--- src/rtl/tt_fll_pkg.sv ---
// rtl/tt_fll_pkg.sv - shared types, control-word limits and saturation helper for the FLL controller
package tt_fll_pkg;

  typedef logic signed [15:0] ctrl_t;

  localparam ctrl_t CTRL_MAX = 16'sh7fff;
  localparam ctrl_t CTRL_MIN = 16'sh8000;

  typedef enum logic [1:0] {
    IDLE,
    MEASURE,
    COMPUTE,
    UPDATE
  } fll_state_t;

  function automatic ctrl_t sat_ctrl(input logic signed [31:0] v);
    if (v > 32'sd32767) begin
      return CTRL_MAX;
    end else if (v < -32'sd32768) begin
      return CTRL_MIN;
    end else begin
      return v[15:0];
    end
  endfunction

endpackage

--- src/rtl/tt_edge_sync.sv ---
// rtl/tt_edge_sync.sv - two-flop synchroniser for the divided DCO clock with rising-edge pulse
module tt_edge_sync (
  input  logic clk,
  input  logic rst_n,
  input  logic din,
  output logic rise
);

  // [0],[1] form the synchroniser; [2] holds the previous synchronised level
  logic [2:0] sync_q;

  always_ff @(posedge clk) begin
    if (!rst_n) begin
      sync_q <= '0;
    end else begin
      sync_q <= {sync_q[1:0], din};
    end
  end

  assign rise = sync_q[1] & ~sync_q[2];

endmodule

--- src/rtl/tt_fll_ctrl.sv ---
// rtl/tt_fll_ctrl.sv - FLL controller: windowed DCO edge count, PI update, lock detect
module tt_fll_ctrl
  import tt_fll_pkg::*;
#(
  parameter int WINDOW_CYCLES = 1024,
  parameter int CNT_W         = 16,
  parameter int INT_W         = 24,
  parameter int KP_SHIFT      = 2,
  parameter int KI_SHIFT      = 4,
  parameter int LOCK_TOL      = 2,
  parameter int LOCK_COUNT    = 4
) (
  input  logic             i_clk,
  input  logic             i_rst_n,
  input  logic             i_enable,
  input  logic [CNT_W-1:0] i_target,
  input  logic             i_dco_div,
  output logic             o_dco_enable,
  output ctrl_t            o_control,
  output logic             o_ctrl_valid,
  output logic [CNT_W-1:0] o_count,
  output logic             o_locked
);

  localparam int TMR_W = $clog2(WINDOW_CYCLES);
  localparam int ERR_W = CNT_W + 1;
  localparam int RUN_W = $clog2(LOCK_COUNT + 1);

  localparam logic [TMR_W-1:0]        TMR_LAST = TMR_W'(WINDOW_CYCLES - 1);
  localparam logic [CNT_W-1:0]        CNT_MAX  = '1;
  localparam logic [RUN_W-1:0]        RUN_MAX  = '1;
  localparam logic [RUN_W-1:0]        RUN_LOCK = RUN_W'(LOCK_COUNT);
  localparam logic signed [INT_W:0]   INT_LIM  = $signed({2'b00, {(INT_W-1){1'b1}}});
  localparam logic signed [INT_W:0]   INT_NLIM = -INT_LIM;
  localparam logic signed [ERR_W-1:0] TOL_P    = ERR_W'(LOCK_TOL);
  localparam logic signed [ERR_W-1:0] TOL_N    = -TOL_P;

  fll_state_t state_q, state_d;

  logic                    edge_rise;
  logic [TMR_W-1:0]        tmr_q;
  logic [CNT_W-1:0]        cnt_q;
  logic [CNT_W-1:0]        target_q;
  logic signed [ERR_W-1:0] err_d, err_q;
  logic signed [INT_W-1:0] integ_q, integ_d;
  logic signed [INT_W:0]   integ_sum;
  logic [RUN_W-1:0]        run_q, run_d;
  logic signed [31:0]      u_wide;
  logic                    hold_integ;
  logic                    in_tol;
  logic                    abort;

  tt_edge_sync u_edge_sync (
    .clk   (i_clk),
    .rst_n (i_rst_n),
    .din   (i_dco_div),
    .rise  (edge_rise)
  );

  assign abort = (state_q != IDLE) && !i_enable;

  always_ff @(posedge i_clk) begin
    if (!i_rst_n) begin
      state_q <= IDLE;
    end else begin
      state_q <= state_d;
    end
  end

  always_comb begin
    state_d      = state_q;
    o_dco_enable = 1'b0;
    case (state_q)
      IDLE: begin
        if (i_enable) state_d = MEASURE;
      end
      MEASURE: begin
        o_dco_enable = 1'b1;
        if (tmr_q == TMR_LAST) state_d = COMPUTE;
      end
      COMPUTE: begin
        o_dco_enable = 1'b1;
        state_d      = UPDATE;
      end
      UPDATE: begin
        o_dco_enable = 1'b1;
        state_d      = MEASURE;
      end
      default: state_d = IDLE;
    endcase
    if (abort) state_d = IDLE;
  end

  // Positive error means the DCO runs fast and needs a larger (slower) control word.
  always_comb begin
    err_d     = $signed({1'b0, cnt_q}) - $signed({1'b0, target_q});
    integ_sum = (INT_W+1)'(integ_q) + (INT_W+1)'(err_d);
    if (integ_sum > INT_LIM) begin
      integ_d = INT_LIM[INT_W-1:0];
    end else if (integ_sum < INT_NLIM) begin
      integ_d = INT_NLIM[INT_W-1:0];
    end else begin
      integ_d = integ_sum[INT_W-1:0];
    end
    hold_integ = ((o_control == CTRL_MAX) && !err_d[ERR_W-1] && (err_d != '0)) ||
                 ((o_control == CTRL_MIN) && err_d[ERR_W-1]);
  end

  always_comb begin
    u_wide = (32'(err_q) <<< KP_SHIFT) + (32'(integ_q) >>> KI_SHIFT);
    in_tol = (err_q >= TOL_N) && (err_q <= TOL_P);
    if (!in_tol) begin
      run_d = '0;
    end else if (run_q == RUN_MAX) begin
      run_d = run_q;
    end else begin
      run_d = run_q + RUN_W'(1);
    end
  end

  always_ff @(posedge i_clk) begin
    if (!i_rst_n) begin
      tmr_q        <= '0;
      cnt_q        <= '0;
      target_q     <= '0;
      err_q        <= '0;
      integ_q      <= '0;
      run_q        <= '0;
      o_control    <= '0;
      o_ctrl_valid <= 1'b0;
      o_count      <= '0;
      o_locked     <= 1'b0;
    end else if (abort) begin
      tmr_q        <= '0;
      cnt_q        <= '0;
      err_q        <= '0;
      integ_q      <= '0;
      run_q        <= '0;
      o_control    <= '0;
      o_ctrl_valid <= 1'b0;
      o_locked     <= 1'b0;
    end else begin
      o_ctrl_valid <= 1'b0;
      case (state_q)
        IDLE: begin
          if (i_enable) begin
            target_q <= i_target;
            tmr_q    <= '0;
            cnt_q    <= '0;
          end
        end
        MEASURE: begin
          tmr_q <= tmr_q + TMR_W'(1);
          if (edge_rise && (cnt_q != CNT_MAX)) cnt_q <= cnt_q + CNT_W'(1);
        end
        COMPUTE: begin
          err_q <= err_d;
          if (!hold_integ) integ_q <= integ_d;
        end
        UPDATE: begin
          o_control    <= sat_ctrl(u_wide);
          o_ctrl_valid <= 1'b1;
          o_count      <= cnt_q;
          run_q        <= run_d;
          o_locked     <= (run_d >= RUN_LOCK);
          target_q     <= i_target;
          cnt_q        <= '0;
          tmr_q        <= '0;
        end
        default: ;
      endcase
    end
  end

endmodule
--- config.mk ---
export PLATFORM = sky130hd
export DESIGN_NAME = tt_fll_ctrl
export DESIGN_NICKNAME = d
export VERILOG_FILES = /design/src/rtl/tt_fll_pkg.sv /design/src/rtl/tt_edge_sync.sv /design/src/rtl/tt_fll_ctrl.sv
export SDC_FILE = /design/constraint.sdc
export NUM_CORES = 1
export LEC_CHECK = 0
export BUFFER_PORTS_ARGS = -buffer_cell sky130_fd_sc_hd__buf_2
export CAP_MARGIN = 20
export CORE_MARGIN = 1
export CORE_UTILIZATION = 60
export DETAILED_ROUTE_END_ITERATION = 10
export PLACE_DENSITY = 0.79
export SLEW_MARGIN = 15
export SYNTH_ARGS = -nofsm -noshare
export SYNTH_HDL_FRONTEND = slang
export SYNTH_SLANG_ARGS = --single-unit
--- constraint.sdc ---
create_clock -name i_clk -period 5.95 [get_ports i_clk]
set_clock_uncertainty 0.2 [all_clocks]
set_input_delay 0.8925 -clock i_clk [delete_from_list [all_inputs] [get_ports i_clk]]
set_output_delay 0.8925 -clock i_clk [all_outputs]
set_load 0.03 [all_outputs]
==> results.md <==
- Layout area overhead: 13.7%
- Slew margin rel.: 0.315
- Slew Limit Fails: 0
- Final Hold Fails: 0
- Via density: 6.01
- DIE WIDTH: roughly 120 µm
- Initial Utilization: 0.621
- Cell chain of the critical path: inv_1 > ha_1 > fa_1 > nor2b_1 > o31a_1 > o32ai_2 > o31ai_1 > a21oi_1 > a21oi_1 > inv_1 > ha_1 > a21o_1 > o21bai_1 > a21o_1 > a221o_1 > a21o_1 > a31o_2 > o21ai_1 > buf_4 > a21oi_1 > nand2_2 > o221ai_1
- Site row count: 41
- Finished Layout Cells: 1,215
- CP required: 5.99 ns
- Grt total ovfl: 0
- Slowest cell delay on critical path: 0.42 ns
- Final Instance Area: 9020 µm²
- Area of the multi-input gates: 5130 µm²
- Fillers: between 1k and 1.5k
- Syn avg cell area: 8.14 µm²
- Post-synthesis mux area share: 0.0229
- # nets final: 1,122
- Pleak: about 3.7 nW
- WL/cell: roughly 17 µm
- Share of layout cells above drive strength 1: 0.107
- Most used flip-flop cell after synthesis: dfxtp_1
- Cts-stage hold buffer count: 0
- Largest family of logic cells by synthesized area: compound AO/OA/AOI/OAI gates
- Antenna diode count: 0
- DP Area: around 8400 µm²
- Worst-Margin Slew: 1.02 ns
- Status: finished clean
- Core box area: 12,800 µm²
- Critical path peak fanout: 17
- Power per standard cell area: 348 nW/µm²
- Commonest cells after routing, fill and taps aside: dfxtp_1 (124), nand2_1 (114), nor2_1 (91)
- IO Pins: between 50 and 60
- Sink Count: between 100 and 150
- CP Capture Type: flop
- Total track usage: 0.305
- Clock root cell: clkbuf_16
- Pre-CTS WS: 0.561 ns
- Vias in the first global route: 6,534
- Min cycle time layout: 5.49 ns
- Fmax achieved: 0.182 GHz
- Setup Viol. Count Final: 0
- Clk buf depth: 2
- Placed cell count: between 1k and 1.5k
- Synth async-reset ratio: 0
- Port Buffer Count: 54
- Worst-path clk slew: 0.06 ns
- Fraction of the mapped netlist area in simple logic gates: 0.197
- First-pass DRT Iterations: 5
- Post-Syn Area: 7940 µm²
- Final wirelength: 20,500 µm
- TNS Setup: 0 ns
- DRT iter0 DRCs: 541
- Syn Nets: 1,067
- Critical Path Slowest Stage Cell: ha_1
- Post-synth EDFFs: 0
- CP arrival: 5.53 ns
- Gp weighted congestion: 0.976
- Post-Synth XOR/XNOR Area: 0.0706
- Unrepaired setup endpoints after global routing: no
- Worst hold margin: 0.233 ns
- Vias: 7,303
- Min setup slack post-route: approximately 0.46 ns
- Postcts setup bufs: 0
- Largest net degree at the start of global routing: 40
- Syn. warnings: 0
- Initial antenna violation count: 0
- H-tree depth: 4
- Clock tree from TritonCTS: yes
- Register area share after synthesis: 0.313
- First-pass GRT wire length: 32,200 µm
- Critical Path Start Type: flop
- Yosys top cell area share: 0.313
- Register area: 2480 µm²
- Die ar.: about 14,000 µm²
- Max cap viols: 0
- Dpl hpwl: between 15,000 and 20,000 µm
- Compound-Gate Fraction of Synth Area: 0.234
- DRC errors left: 0
- Critical Setup Path Class: flop to flop
- Die Span Y: 117 µm
- Synth cell types: between 60 and 70
- Worst skew pair latency: 0.42 ns
- Tot Pwr: 3.14 mW
- Antenna viol nets, final: 0
- Largest area contributor in the netlist: dfxtp_1
- Top post-synthesis cells by area: dfxtp_1 (31%), ha_1 (11%), nand2_1 (5.4%)
- Post_cts resized: 0
- Post-Synth Adder-Cell Area: 0.121
- Core Util, Final: 0.706
- #FFs+latches synth: 124
- Commonest non-fill, non-tap cell in the layout: dfxtp_1
- Tcrit/Tclk final: 0.922
- Maximum vdd ir drop: between 0.2 and 0.3 mV
- Number of CTS-inserted buffers: 17
- Post-Synthesis Cells: 975
- Worst min path class: flop to flop
-- power breakdown --
part | switching, mW | total (mW) | internal (mW)
sequential | 0.0541 | 0.932 | 0.878
combinational | 0.657 | 1.10 | 0.441
clock | 0.379 | 1.11 | 0.734
-- per-layer routing --
metal | track usage | vias to the layer above | wire (µm)
met3 | 0.0623 | 35 | 1150
met4 | 0.0954 | 0 | 405
met5 | 0 | - | 0
li1 | - | 3621 | -
met1 | 0.403 | 3442 | 9530
met2 | 0.501 | 205 | 9460
-- cell type report --
cell class	instances	share of cell area
multi-input cells	768	0.569
flip-flops and latches	124	0.275
clock inverters	10	0.0180
clock buffers	22	0.0526
well taps	172	0.0239
inverters	55	0.0229
repair buffers	64	0.0383
-- registers in the layout (all words and copies together), names as in the netlist --
| signal | flops |
|---|---|
| integ_q | 24 |
| err_q | 17 |
| cnt_q | 16 |
| o_control | 16 |
| o_count | 16 |
| target_q | 16 |
| tmr_q | 10 |
| u_edge_sync.sync_q | 3 |
| run_q | 2 |
| state_q | 2 |
| o_ctrl_valid | 1 |
| o_locked | 1 |
-- kinds of logic after synthesis --
logic type | Yosys count
AOI/OAI and AO/OA | 278
xor gates and xnor gates | 64
adders and majority gates | 76
buffers and inverters | 83
DFF | 124
muxes | 18
and+or+nand+nor | 332
-- path summary, 6_finish.rpt --
path	from	end	slack (ns)	cells after the start
setup / recovery	cnt_q[0]$_SDFFE_PP0P_	integ_q[1]$_SDFFE_PP0P_	0.46	22
hold reg to reg	u_edge_sync.sync_q[0]$_SDFF_PN0_	u_edge_sync.sync_q[1]$_SDFF_PN0_	0.23	1
setup reg to reg	cnt_q[0]$_SDFFE_PP0P_	integ_q[1]$_SDFFE_PP0P_	0.46	22
hold / removal	u_edge_sync.sync_q[0]$_SDFF_PN0_	u_edge_sync.sync_q[1]$_SDFF_PN0_	0.23	1
-- synth_stat cells (8+ instances only) --
library cell / n
o21ai_0: 45
inv_1: 55
o21a_1: 20
nand2_1: 114
ha_1: 69
and3_1: 8
nand4_1: 21
a31oi_1: 9
o211ai_1: 8
o221ai_1: 19
dfxtp_1: 124
mux2i_1: 17
nand2b_1: 9
and2_1: 11
nand3_1: 17
a21o_1: 11
xor2_1: 33
clkbuf_1: 20
xnor2_1: 31
a211oi_1: 10
a21oi_1: 75
nor2_1: 91
nor2b_1: 12
a21boi_0: 38
nor3_1: 14
-- critical path: cells and delay by family (launching register included) --
family	cells	cell delay, ns
flops	1	0.39
simple gates	2	0.45
buf+inv	3	0.50
fa+ha+maj	3	1.05
compound gates	14	2.69
Power figures use the tool's default switching activity.
